**config.mk**
```make
export PLATFORM = sky130hd
export DESIGN_NAME = pipe_sub_16bit
export DESIGN_NICKNAME = d
export VERILOG_FILES = /design/src/rtl/pipe_sub_16bit.sv
export SDC_FILE = /design/constraint.sdc
export NUM_CORES = 1
export LEC_CHECK = 0
export CAP_MARGIN = 25
export CORE_ASPECT_RATIO = 1.1
export CORE_MARGIN = 2
export CORE_UTILIZATION = 25
export CTS_BUF_LIST = sky130_fd_sc_hd__clkbuf_4
export CTS_CLUSTER_SIZE = 16
export DETAILED_ROUTE_END_ITERATION = 16
export GPL_ROUTABILITY_DRIVEN = 0
export PLACE_DENSITY_LB_ADDON = 0.2
export SLEW_MARGIN = 10
export SYNTH_ARGS = -nofsm -noshare
export SYNTH_HDL_FRONTEND = slang
export SYNTH_SLANG_ARGS = --single-unit
export TNS_END_PERCENT = 100
```
**constraint.sdc**
```tcl
create_clock -name clk -period 2.3 [get_ports clk]
set_clock_uncertainty 0.1 [all_clocks]
set_input_delay 0.345 -clock clk [delete_from_list [all_inputs] [get_ports clk]]
set_output_delay 0.345 -clock clk [all_outputs]
set_load 0.02 [all_outputs]
```
**src/rtl/pipe_sub_16bit.sv**
```systemverilog
// ---------------------------------------------------------------------------
// pipe_sub_16bit
//   Pipelined subtractor: d = (a - b - bin) mod 2^SIZE, with borrow-out and
//   signed-overflow flags. The subtraction is carried out as a + ~b + ~bin.
//   Each pipeline stage resolves CHUNK bits and hands its carry to the next
//   stage. A final output register presents the whole beat at once, which
//   gives a latency of NSTAGE cycles from acceptance to out_valid.
//
//   Ports
//     clk        rising-edge clock
//     rst_n      asynchronous active-low reset
//     a, b, bin  minuend, subtrahend, borrow in
//     in_valid   operand beat present
//     in_ready   block accepts a beat this cycle (combinational, == enable)
//     d          difference
//     bout       borrow out (1 when unsigned a < b + bin)
//     ovf        signed overflow
//     out_valid  result beat present
//     out_ready  downstream accepts the result
// ---------------------------------------------------------------------------
module pipe_sub_16bit #(
    parameter int SIZE  = 16,
    parameter int CHUNK = 4
) (
    input  logic            clk,
    input  logic            rst_n,
    input  logic [SIZE-1:0] a,
    input  logic [SIZE-1:0] b,
    input  logic            bin,
    input  logic            in_valid,
    output logic            in_ready,
    output logic [SIZE-1:0] d,
    output logic            bout,
    output logic            ovf,
    output logic            out_valid,
    input  logic            out_ready
);

    localparam int NSTAGE = SIZE / CHUNK;
    localparam int LAST   = NSTAGE - 1;

    logic            en;
    logic [SIZE-1:0] d_q, d_d;
    logic            bout_q, bout_d;
    logic            ovf_q, ovf_d;
    logic            out_valid_q, out_valid_d;

    // The whole pipe stalls as one unit whenever a result is waiting and the
    // consumer is not taking it.
    assign en       = ~out_valid_q | out_ready;
    assign in_ready = en;

    function automatic logic [CHUNK:0] chunk_add(
        input logic [CHUNK-1:0] x,
        input logic [CHUNK-1:0] y,
        input logic             c
    );
        return {1'b0, x} + {1'b0, y} + {{CHUNK{1'b0}}, c};
    endfunction

    genvar k;
    generate
        for (k = 0; k < NSTAGE; k++) begin : g_stg
            // RW: result bits already resolved after this stage.
            // OW: operand bits still waiting for later stages.
            localparam int RW = (k + 1) * CHUNK;
            localparam int OW = SIZE - RW;

            logic [CHUNK-1:0] a_c;
            logic [CHUNK-1:0] nb_c;
            logic             cin;
            logic             vld_in;
            logic [CHUNK:0]   sum;
            logic [RW-1:0]    res_new;

            logic [RW-1:0]    res_q, res_d;
            logic             cy_q, cy_d;
            logic             vld_q, vld_d;

            if (k == 0) begin : g_src
                assign a_c     = a[CHUNK-1:0];
                assign nb_c    = ~b[CHUNK-1:0];
                assign cin     = ~bin;
                assign vld_in  = in_valid;
                assign res_new = sum[CHUNK-1:0];
            end else begin : g_src
                assign a_c     = g_stg[k-1].g_op.opa_q[CHUNK-1:0];
                assign nb_c    = g_stg[k-1].g_op.opnb_q[CHUNK-1:0];
                assign cin     = g_stg[k-1].cy_q;
                assign vld_in  = g_stg[k-1].vld_q;
                // Lower chunks ride along behind so the beat stays aligned.
                assign res_new = {sum[CHUNK-1:0], g_stg[k-1].res_q};
            end

            assign sum = chunk_add(a_c, nb_c, cin);

            always_comb begin
                res_d = res_q;
                cy_d  = cy_q;
                vld_d = vld_q;
                if (en) begin
                    res_d = res_new;
                    cy_d  = sum[CHUNK];
                    vld_d = vld_in;
                end
            end

            always_ff @(posedge clk or negedge rst_n) begin
                if (!rst_n) begin
                    vld_q <= 1'b0;
                end else begin
                    vld_q <= vld_d;
                end
            end

            always_ff @(posedge clk) begin
                res_q <= res_d;
                cy_q  <= cy_d;
            end

            // Operand chunks not yet consumed are skew-delayed, stored shifted
            // down so that bit 0 is always the next stage's chunk.
            if (k < NSTAGE - 1) begin : g_op
                logic [OW-1:0] opa_in, opnb_in;
                logic [OW-1:0] opa_q, opa_d;
                logic [OW-1:0] opnb_q, opnb_d;

                if (k == 0) begin : g_op_src
                    assign opa_in  = a[SIZE-1:CHUNK];
                    assign opnb_in = ~b[SIZE-1:CHUNK];
                end else begin : g_op_src
                    assign opa_in  = g_stg[k-1].g_op.opa_q[OW+CHUNK-1:CHUNK];
                    assign opnb_in = g_stg[k-1].g_op.opnb_q[OW+CHUNK-1:CHUNK];
                end

                always_comb begin
                    opa_d  = opa_q;
                    opnb_d = opnb_q;
                    if (en) begin
                        opa_d  = opa_in;
                        opnb_d = opnb_in;
                    end
                end

                always_ff @(posedge clk) begin
                    opa_q  <= opa_d;
                    opnb_q <= opnb_d;
                end
            end

            // The top stage sees the operand sign bits (b's sign is the
            // complement of nb_c's msb), so overflow is resolved here:
            // signs of a and b differ and the result sign differs from a.
            if (k == NSTAGE - 1) begin : g_ovf
                logic ovf_new;
                logic ovf_q, ovf_d;

                assign ovf_new = (a_c[CHUNK-1] == nb_c[CHUNK-1]) &&
                                 (sum[CHUNK-1] != a_c[CHUNK-1]);

                always_comb begin
                    ovf_d = ovf_q;
                    if (en) begin
                        ovf_d = ovf_new;
                    end
                end

                always_ff @(posedge clk) begin
                    ovf_q <= ovf_d;
                end
            end
        end
    endgenerate

    // Output register: loads only on valid beats so d/bout/ovf stay at their
    // reset value of zero until the first result arrives.
    always_comb begin
        d_d         = d_q;
        bout_d      = bout_q;
        ovf_d       = ovf_q;
        out_valid_d = out_valid_q;
        if (en) begin
            out_valid_d = g_stg[LAST].vld_q;
            if (g_stg[LAST].vld_q) begin
                d_d    = g_stg[LAST].res_q;
                bout_d = ~g_stg[LAST].cy_q;
                ovf_d  = g_stg[LAST].g_ovf.ovf_q;
            end
        end
    end

    always_ff @(posedge clk or negedge rst_n) begin
        if (!rst_n) begin
            d_q         <= '0;
            bout_q      <= 1'b0;
            ovf_q       <= 1'b0;
            out_valid_q <= 1'b0;
        end else begin
            d_q         <= d_d;
            bout_q      <= bout_d;
            ovf_q       <= ovf_d;
            out_valid_q <= out_valid_d;
        end
    end

    assign d         = d_q;
    assign bout      = bout_q;
    assign ovf       = ovf_q;
    assign out_valid = out_valid_q;

endmodule

```
==> impl_metrics.env <==
export IMPL_place_hpwl_um=3960
export IMPL_startpoint_type_of_the_worst_setup_path="register"
export IMPL_coreArea_mm2=0.0170
export IMPL_grt_util_all_layers_pct=7.65
export IMPL_critical_path_reg2reg_startpoint="g_stg[2].g_op.opnb_q[0]$_DFFE_PN_"
export IMPL_cell_area_synth_mm2=0.00433
export IMPL_drt_pass1_iterations=4
export IMPL_synth_yosys_seq_area_share_pct=77.8
export IMPL_wl_per_cell_um=11.3
export IMPL_drt_drc_violations_left=0
export IMPL_timing_critical_path_arrival_ns=1.68
export IMPL_port_buffers=56
export IMPL_totalWireLength_um=6120
export IMPL_die_height_um=142
export IMPL_setup_viol_count_final=0
export IMPL_max_clock_freq_mhz=471
export IMPL_worst_hold_path_class="input port to asynchronous set/reset pin"
export IMPL_synth_net_count=270
export IMPL_worst_slew_pin_slew_ns=0.377
export IMPL_num_vias=1910
export IMPL_post_route_util_pct=32.3
export IMPL_initial_standard_cell_utilization_of_the_core_pct=25.4
export IMPL_setup_worst_path_end="in_ready"
export IMPL_r2r_worst_path_cells=4
export IMPL_cts_setup_buffers=0
export IMPL_synthesis_yosys_warnings=0
export IMPL_crit_path_cell_trace="nand2b_4 -> clkdlybuf4s50_1"
export IMPL_worst_slew_margin_rel_pct=74.9
export IMPL_die_x_um=129
export IMPL_power_ir_vdd_worst_v=0.000304
export IMPL_clock_tree_from_tritoncts="done"
export IMPL_timing_rr_end="g_stg[3].g_ovf.ovf_q$_DFFE_PN_"
export IMPL_antenna_left=0
export IMPL_finalHoldViolations=0
export IMPL_die_area_mm2=0.0184
export IMPL_synthToLayoutAreaGrowth_pct=27.2
export IMPL_period_share_pct=92.3
export IMPL_first_iter_violations=61
export IMPL_timing_max_transition_violations_final=0
export IMPL_io_pins=57
export IMPL_final_nets=349
export IMPL_number_of_antenna_violations_at_the_first_check_in_global_routing=1
export IMPL_reg2reg_slack_ns=0.24
export IMPL_total_of_cells_resized_after_clock_tree_synthesis=0
export IMPL_grt_setup_unrepaired="false"
export IMPL_slowest_cp_cell="clkdlybuf4s50_1"
export IMPL_clock_sink_count=116
export IMPL_outcome="complete, no violations"
export IMPL_cts_buffers_inserted=17
export IMPL_dpl_cell_count=507
export IMPL_worst_path_largest_cell_delay_ns=0.61
export IMPL_clk_root_buffer_cell="clkbuf_4"
export IMPL_worst_setup_path_type="register to output pin"
export IMPL_static_leakage_power_nw=2.16
export IMPL_maxCapViolCount=0
export IMPL_setup_worst_path_end_class="output pin"
export IMPL_cts_hold_repair_buffers=0
export IMPL_clk_pin_slew_ns=0.11
export IMPL_htree_num_levels=4
export IMPL_timing_final_crit_period_ns=2.12
export IMPL_clock_path_buffers=2
export IMPL_grt_overflow_total=0
export IMPL_mean_syn_cell_area_um2=20.3
export IMPL_grt_pass1_vias=1960
export IMPL_grt_first_pass_wirelength_um=10000
export IMPL_power_density_mw_per_mm2=1250
export IMPL_ys_seq_elements=116
export IMPL_drive_gt1_share_pct=20.3
export IMPL_routed_via_density=3.54
export IMPL_grt_start_max_net_pins=43
export IMPL_syn_instance_count=213
export IMPL_crit_path_max_fanout=3
export IMPL_final_cells=540
export IMPL_post_synth_num_cell_types=20
export IMPL_worst_ep_required_time_ns=1.86
export IMPL_rows=50
export IMPL_timing_critical_path_from="out_valid$_DFFE_PN0N_"
export IMPL_clk_insertion_delay_late_ns=0.51
## how the worst min path moves through the flow
| stage | from | end | slack [ns] | cells past startpoint |
|---|---|---|---|---|
| floorplan | rst_n | bout$_DFFE_PN0P_ | -0.05 | 0 |
| finish | rst_n | d[9]$_DFFE_PN0P_ | 0.09 | 2 |
| global route | rst_n | d[2]$_DFFE_PN0P_ | 0.03 | 2 |
| detailed placement | g_stg[0].g_op.opnb_q[10]$_DFFE_PN_ | g_stg[1].g_op.opnb_q[6]$_DFFE_PN_ | 0.30 | 0 |
| global placement | g_stg[2].res_q[1]$_DFFE_PN_ | g_stg[3].res_q[1]$_DFFE_PN_ | 0.30 | 0 |
| CTS | rst_n | out_valid$_DFFE_PN0N_ | 0.04 | 2 |
## state kept, by name, summed over array words and instances, names as in the netlist, 4 cells and up
signal and cells:
d 16, g_stg.res_q 40, g_stg.g_op.opnb_q 24, g_stg.vld_q 4
g_stg.g_op.opa_q 24, g_stg.cy_q 4
## synthesized netlist by cell type, drive strengths merged
| cell | count | area (µm²) |
|---|---|---|
| a21o | 10 | 75.1 |
| a21oi | 4 | 20.0 |
| buf | 2 | 40.0 |
| dfrtp | 23 | 576 |
| edfxtp | 93 | 2790 |
| fa | 8 | 160 |
| ha | 12 | 150 |
| inv | 22 | 82.6 |
| mux2 | 22 | 282 |
| mux2i | 1 | 10.0 |
| nand2 | 1 | 20.0 |
| nand2b | 2 | 20.0 |
| nor2 | 1 | 3.75 |
| nor2b | 2 | 12.5 |
| o21ai | 1 | 5.00 |
| or2b | 1 | 7.51 |
| xnor2 | 5 | 43.8 |
| xor2 | 3 | 26.3 |
## layer usage
metal	global-route usage [%]	up-vias	routed length, µm
li1	-	936	-
met4	4.41	0	175
met1	8.19	917	2430
met3	4.17	14	345
met2	11.9	43	3160
met5	0	-	0
## area by class of cell
class | count | area, µm²
Clock inverter | 13 | 160
Multi-Input combinational cell | 73 | 836
Timing Repair Buffer | 62 | 618
Antenna cell | 1 | 2.50
Fill cell | 1724 | 11500
Inverter | 22 | 82.6
Tap cell | 234 | 293
Clock buffer | 19 | 143
Sequential cell | 116 | 3370
## where the power goes
part	switching, mW	internal (mW)	total, mW	leakage (nW)
Clock	0.774	0.775	1.55	0.162
Combinational	0.847	0.951	1.80	0.797
Sequential	0.296	3.26	3.56	1.20
Total	1.92	4.99	6.91	2.16
## worst max-delay path: cells and delay by family, from the launching register on
kind,cells,cell delay [ns]
buf+inv,1,0.61
simple gates,1,0.12
flops,1,0.42
## cells in the final DEF (no fill, tap or decap), types with 2 or more instances in the layout
cell type / instances
edfxtp_1: 93
clkdlybuf4s50_1: 56
dfrtp_1: 23
inv_1: 22
clkbuf_4: 19
mux2_2: 13
ha_1: 12
a21o_1: 10
mux2_4: 9
fa_1: 8
xnor2_1: 5
buf_4: 5
a21oi_1: 4
clkinv_4: 4
clkinv_2: 4
xor2_1: 3
bufinv_16: 3
nor2b_1: 2
clkinvlp_4: 2
## cell families (layout without fill, tap and decap cells)
logic type	Yosys count	in the layout	synth area share (%)
AOI/OAI and AO/OA	15	15	2.31
buffers and inverters	24	116	2.83
other	0	1	0
muxes	23	23	6.74
xor gates and xnor gates	8	8	1.62
and+or+nand+nor	7	7	1.47
DFF	116	116	77.8
adders and majority gates	20	20	7.17
## stage by stage
| stage | setup WS, ns | area, µm² | hold WS [ns] | setup TNS (ns) | power [mW] |
|---|---|---|---|---|---|
| finish | 0.177 | 5500 | 0.0922 | 0 | 6.91 |
| floorplan | 0.379 | 4330 | -0.0506 | 0 | 4.75 |
| global placement | -0.0635 | 5200 | 0.301 | -0.0635 | 5.41 |
| global route | 0.0443 | 5500 | 0.0315 | 0 | 7.37 |
| CTS | 0.0687 | 5500 | 0.0428 | 0 | 7.06 |
| detailed placement | -0.0880 | 5200 | 0.305 | -0.0933 | 5.47 |
No activity file was read; power rests on OpenSTA's default activity.
